`src/rtl/ram2e_phase_seq.sv`:
```
// Phase sequencer for the RAM2E card: recovers Apple IIe bus phase from PHI1 on
// C14M and drives the SDRAM slot counter, mode-register strobe, refresh enable and lock status.
module ram2e_phase_seq (
    input  logic       C14M,
    input  logic       nRST,
    input  logic       PHI1,
    output logic [3:0] S,
    output logic       MRSEn,
    output logic       RefEn,
    output logic       Locked,
    output logic       PhaseErr
);

    logic       phi1R_q,    phi1R_d;
    logic       phi1Seen_q, phi1Seen_d;
    logic       phi0Seen_q, phi0Seen_d;
    logic       first_q,    first_d;
    logic       locked_q,   locked_d;
    logic       phaseErr_q, phaseErr_d;
    logic       mrsEn_q,    mrsEn_d;
    logic [3:0] s_q,        s_d;
    logic [1:0] initS_q,    initS_d;
    logic [2:0] ref_q,      ref_d;
    logic [4:0] p_q,        p_d;
    logic [1:0] goodCnt_q,  goodCnt_d;

    logic qualEdge;
    logic periodOk;
    logic timeout;

    // A rising PHI1 edge only counts once both phases have been observed since reset,
    // so a card powered up mid-phase never syncs to a partial first half-cycle.
    assign qualEdge = PHI1 & ~phi1R_q & phi1Seen_q & phi0Seen_q;
    assign periodOk = (p_q == 5'd14) || (p_q == 5'd16);
    assign timeout  = ~qualEdge & first_q & (p_q == 5'd16);

    always_comb begin
        phi1R_d    = PHI1;
        phi1Seen_d = phi1Seen_q | PHI1;
        phi0Seen_d = phi0Seen_q | ~PHI1;
        first_d    = first_q;
        locked_d   = locked_q;
        phaseErr_d = 1'b0;
        goodCnt_d  = goodCnt_q;
        s_d        = s_q;
        initS_d    = initS_q;
        ref_d      = ref_q;
        p_d        = p_q;

        if (qualEdge) begin
            s_d = 4'd1;
        end else if ((s_q != 4'd0) && (s_q != 4'hF)) begin
            s_d = s_q + 4'd1;
        end

        if ((s_q == 4'd0) && (initS_q != 2'd3)) begin
            initS_d = initS_q + 2'd1;
        end
        mrsEn_d = (s_q == 4'd0) && (initS_q == 2'd1);

        if (qualEdge) begin
            ref_d = ref_q + 3'd1;
        end

        if (qualEdge) begin
            p_d = 5'd1;
        end else if (p_q != 5'd31) begin
            p_d = p_q + 5'd1;
        end

        // The first edge after reset only starts the measurement; later edges judge
        // the period just ended, and a missing edge is flagged once at P=16.
        if (qualEdge) begin
            if (!first_q) begin
                first_d = 1'b1;
            end else if (periodOk) begin
                if (goodCnt_q == 2'd3) begin
                    locked_d = 1'b1;
                end else begin
                    goodCnt_d = goodCnt_q + 2'd1;
                end
            end else begin
                phaseErr_d = 1'b1;
                locked_d   = 1'b0;
                goodCnt_d  = 2'd0;
            end
        end else if (timeout) begin
            phaseErr_d = 1'b1;
            locked_d   = 1'b0;
            goodCnt_d  = 2'd0;
        end
    end

    always_ff @(posedge C14M or negedge nRST) begin
        if (!nRST) begin
            phi1R_q    <= 1'b0;
            phi1Seen_q <= 1'b0;
            phi0Seen_q <= 1'b0;
            first_q    <= 1'b0;
            locked_q   <= 1'b0;
            phaseErr_q <= 1'b0;
            mrsEn_q    <= 1'b0;
            s_q        <= 4'd0;
            initS_q    <= 2'd0;
            ref_q      <= 3'd0;
            p_q        <= 5'd0;
            goodCnt_q  <= 2'd0;
        end else begin
            phi1R_q    <= phi1R_d;
            phi1Seen_q <= phi1Seen_d;
            phi0Seen_q <= phi0Seen_d;
            first_q    <= first_d;
            locked_q   <= locked_d;
            phaseErr_q <= phaseErr_d;
            mrsEn_q    <= mrsEn_d;
            s_q        <= s_d;
            initS_q    <= initS_d;
            ref_q      <= ref_d;
            p_q        <= p_d;
            goodCnt_q  <= goodCnt_d;
        end
    end

    assign S        = s_q;
    assign MRSEn    = mrsEn_q;
    assign RefEn    = (ref_q == 3'd7);
    assign Locked   = locked_q;
    assign PhaseErr = phaseErr_q;

endmodule
```
`config.mk`:
```
export PLATFORM = sky130hd
export DESIGN_NAME = ram2e_phase_seq
export DESIGN_NICKNAME = d
export VERILOG_FILES = /design/src/rtl/ram2e_phase_seq.sv
export SDC_FILE = /design/constraint.sdc
export NUM_CORES = 1
export LEC_CHECK = 0
export CAP_MARGIN = 25
export CORE_ASPECT_RATIO = 0.75
export CORE_MARGIN = 4
export CORE_UTILIZATION = 26
export DETAILED_ROUTE_END_ITERATION = 10
export PLACE_DENSITY = 0.46
export REMOVE_ABC_BUFFERS = 1
export SLEW_MARGIN = 10
export SYNTH_ARGS = -nofsm -noshare
export SYNTH_HDL_FRONTEND = slang
export SYNTH_SLANG_ARGS = --single-unit
```
`constraint.sdc`:
```
create_clock -name C14M -period 4.2 [get_ports C14M]
set_input_delay 0.63 -clock C14M [delete_from_list [all_inputs] [get_ports C14M]]
set_output_delay 0.63 -clock C14M [all_outputs]
set_load 0.01 [all_outputs]
```
# After elaboration in Yosys (flattened, before gate mapping)
# Cells that the tools add are included.
[classes] addsub=5 eq_ne=11 muxes=18 bitwise=10 n_reduce_logical=11
[ops] operator="2-bit two-way mux" n=5
[ops] operator="5-bit two-way mux" n=2
[ops] operator="1-bit two-way mux" n=9
[ops] operator="4-bit two-way mux" n=2
[ops] operator="3-bit AND reduction" n=2
[ops] operator="2-bit nonzero test" n=3
[ops] operator="5-bit by 1-bit adder with 5-bit output, second input constant" n=1
[ops] operator="1-bit bitwise AND" n=5
[ops] operator="5-bit by 4-bit == test with 1-bit output, second input constant" n=1
[ops] operator="5-bit == test, second input constant" n=1
[ops] operator="5-bit != test, second input constant" n=1
[ops] operator="2-bit by 1-bit adder with 2-bit output, second input constant" n=2
[ops] operator="4-bit by 1-bit adder with 4-bit output, second input constant" n=1
[ops] operator="4-bit zero test" n=1
[ops] operator="2-bit != test, second input constant" n=2
[ops] operator="4-bit != test, second input constant" n=1
[ops] operator="4-bit nonzero test" n=1
[ops] operator="3-bit by 1-bit adder with 3-bit output, second input constant" n=1
[ops] operator="3-bit == test, second input constant" n=1
[ops] operator="1-bit logical AND" n=3
[ops] operator="3-bit by 2-bit != test with 1-bit output, second input constant" n=1
[ops] operator="3-bit != test, second input constant" n=1
[ops] operator="1-bit inverter" n=3
[ops] operator="2-bit by 1-bit == test with 1-bit output, second input constant" n=1
[ops] operator="3 further kinds" n=4
[word_totals] register_bits=23 inputBits=3 out_inout_bits=8 wordCells=67

# Longest topological paths before layout
[depth] ltp_word=9 mapped_depth=6

# Worst setup path after synthesis
# OpenSTA, ideal clock, no wires.
[synth_timing] path_kind="reg-to-reg" start="reg p_q[0]" end="reg p_q[3]" arrival_ns=1.377 t_required_ns=4.079 slack_ns=2.702 path_stages_with_launch=7 path_cell_list="dfrtp_1 > ha_1 > and3_1 > ha_1 > nand4b_1 > xor2_1 > nor2_1"
[synth_between] elab_chain_cells=3 elab_cells_between_ends=5 classes_between="1 x add/sub; 1 x eq/ne; 2 x mux; 1 x reduce/logical"
[synth_rtl] element="from (decl)" line="24" rtl="logic [4:0] p_q, p_d;"
[synth_rtl] element="from (signal assigned)" line="119" rtl="p_q <= p_d;"
[synth_rtl] element="5-bit by 1-bit adder with 5-bit output" line="68" rtl="p_d = p_q + 5'd1;"
[synth_rtl] element="5-bit two-way mux" line="67" rtl="end else if (p_q != 5'd31) begin"
[synth_rtl] element="5-bit two-way mux" line="65" rtl="if (qualEdge) begin"
# Parallel ways exist; a longest one is shown, timed or not. The select of a mux whose other input is x is not followed.
# A chain may end at the register's enable or synchronous reset.

# Final worst setup path
[layout_timing] start="reg ref_q[0]" end="out RefEn"
[layout_between] elab_chain_cells=1
[layout_rtl] element="from (decl)" line="23" rtl="logic [2:0] ref_q, ref_d;"
[layout_rtl] element="from (signal assigned)" line="118" rtl="ref_q <= ref_d;"
[layout_rtl] element="3-bit == test" line="126" rtl="assign RefEn = (ref_q == 3'd7);"
[layout_rtl] element="to (decl)" line="9" rtl="output logic RefEn,"
# Every way passes these cells.

==> impl_metrics.tcl <==
set metrics [dict create \
    slew_viol_final 0 \
    gr-usage-met3 0.0299 \
    cts.repair.resized 0 \
    num_vias 773 \
    seqPwrFrac 0.464 \
    p_switching_mw 0.278 \
    grt_use_met2 0.118 \
    die_area_sq_um 5630 \
    mappedNetlistArea_sq_um 1170 \
    setup_viol 0 \
    yosysMostFrequentCell "dfrtp_1" \
    finalCriticalPeriod_ps 2150 \
    dpl.hpwl_um 1520 \
    final_layout_size_suffix_gt1_frac 0.0932 \
    numCtsBuffers 3 \
    path_class "reg -> out" \
    busiest_layer "met2" \
    crit_start "ref_q[0]$_DFFE_PN0N_" \
    path_cells "ha_1 -> ha_1 -> clkdlybuf4s50_1" \
    rows 20 \
    antenna_left 0 \
    multi_input_area_sq_um 567 \
    swShare 0.358 \
    p_clk_frac 0.174 \
    hold_viol 0 \
    antenna_found_initial 0 \
    relSlewSlack 0.652 \
    first_iter_violations 17 \
    synth_area_leaders "dfrtp_1, ha_1, mux2i_1" \
    max_stage_delay_ps 470 \
    antenna_cells 0 \
    clk_pin_slew_ps 80 \
    grtUsageTotal 0.0819 \
    cts_tree "built" \
    fmax_mhz 466 \
    crit_arrival_ps 1520 \
    synth.top_cell.area_share 0.494 \
    drc_errors 0 \
    nFillCells 414 \
    ys_warn_count 0 \
    hold_path.class "reg -> reg" \
    cts_hold_buf 0 \
    p_int_mw 0.500 \
    ctsHtreeMaxLevel 1 \
    cts-root-buf "clkbuf_8" \
    drv_cap 0 \
    hold_start "ref_q[0]$_DFFE_PN0N_" \
    synth_top_area_cell "dfrtp_1" \
    area_delta_synth_final_pct 19.3 \
    finClkSkew_ps 5.13 \
    cp_slowest_cell "clkdlybuf4s50_1" \
    crit_buf_inv 1 \
    routed_via_density 4.47 \
    gp_congestion 0.760 \
    postSynthAreaPerCell_sq_um 11.2 \
    path_max_fanout 2 \
    end_kind "output pin" \
    clock_sinks 23 \
    cp.required_ps 3570 \
    finalSetupTns_ps 0 \
    tightest_slew_ps 522 \
    synth_edf_count 0 \
    overflow 0 \
    cts_setup_buffers 0 \
    outcome "completed" \
    vdd_drop_max_uv 191 \
    die_h_um 66 \
    cp_top_family "buffers and inverters" \
    worstReg2RegStart "p_q[0]$_DFFE_PN0P_" \
    final_nets 133 \
    clockBufferDepth 2 \
    ios 11 \
    initial_core_util 0.279 \
    crit_top_cell "ha_1" \
    grt_max_degree 24 \
    grt_pass1_vias 778 \
    p_comb_frac 0.361 \
    powerDensity_nw_per_um2 560 \
    netlist_instances 104 \
    placeableCoreArea_sq_um 4180 \
    startpoint_type "register" \
    whs_ps 491 \
    grt_pass1_wl_um 3620 \
    yosys-top-cells-count "dfrtp_1, ha_1, nand2_1, nor2_1" \
    die_x_um 85.3 \
    period_share 0.511 \
    seq_area_sq_um 576 \
    port_buffers 10 \
    synth-seq-cells 23 \
    grtUsageMet1 0.113 \
    first_pass_iters 4 \
    clk_latency_ps 260 \
    wire_per_inst_um 12.1 \
    ys_types 33 \
    grt_setup_unrepaired "false" \
    synthArstFlopShare 1.00 \
    yosysSeqAreaShare 0.494 \
    ys.flop_type "dfrtp_1" \
    totalWireLength_um 2100 \
    leakage_nw 0.627 \
]
==> state kept, by name, indices dropped and copies added (netlist names) <==
register	flops
Locked	1
MRSEn	1
PhaseErr	1
S	4
first_q	1
goodCnt_q	2
initS_q	2
p_q	5
phi0Seen_q	1
phi1R_q	1
phi1Seen_q	1
ref_q	3
==> metal layers <==
metal  up-vias  routed length (um)
met5         -                   0
met4         0                  14
met3         2                  74
met2         6                 879
met1       372                1130
li1        393                   -
==> power groups by stage <==
stage	registers, mW	clock network [mW]	logic, mW
final	0.362	0.136	0.281
after global routing	0.373	0.154	0.322
after CTS	0.361	0.144	0.284
after detailed placement	0.365	0	0.283
after global placement	0.364	0	0.284
after floorplan	0.358	0	0.181
==> cell type report <==
type | count | share of cell area
inverters | 5 | 0.0135
flip-flops and latches | 23 | 0.414
clock buffers | 3 | 0.0297
clock inverters | 1 | 0.00360
multi-input cells | 75 | 0.407
repair buffers | 11 | 0.0827
well taps | 55 | 0.0495
==> logic make-up (layout without fill, tap and decap cells) <==
kind of cell | count (synthesis) | count (layout) | share of synthesized area
flops | 23 | 23 | 0.494
mux | 3 | 3 | 0.0258
xor+xnor | 5 | 5 | 0.0440
simple gates | 40 | 40 | 0.212
fa+ha+maj | 11 | 11 | 0.118
buf+inv | 6 | 20 | 0.0204
compound gates | 16 | 16 | 0.0858
==> stage by stage <==
stage          utilization  cells  instance area [sq um]  worst slack (ps)  power [mW]
2_1_floorplan            -    103                   1160              2690       0.539
3_3_place_gp         0.318    168                   1330              2030       0.648
3_5_place_dp         0.318    168                   1330              1910       0.648
4_1_cts              0.329    172                   1380              2030       0.789
5_1_grt              0.333    173                   1390              1990       0.848
6_report             0.333    173                   1390              2050       0.779
==> final timing paths <==
kind | to | slack, ps | depth (start not counted)
max | RefEn | 2050 | 3
min | ref_q[0]$_DFFE_PN0N_ | 490 | 1
max reg2reg | p_q[3]$_DFFE_PN0P_ | 2570 | 6
min reg2reg | ref_q[0]$_DFFE_PN0N_ | 490 | 1
max in group asynchronous | goodCnt_q[1]$_DFFE_PN0P_ | 3080 | 2
min in group asynchronous | initS_q[1]$_DFFE_PN0P_ | 670 | 1
==> layout by cell type, fill, tap and decap left out, drive strengths merged, types with 3 or more instances in the layout <==
cell	instances
clkdlybuf4s50	10
nand3	5
nor2	8
ha	11
nor3b	3
dfrtp	23
inv	5
nand2	7
a21oi	4
mux2i	3
o21ai	5
clkbuf	3
xor2	3
o2bb2ai	3
(Power assumes the default switching activity.)
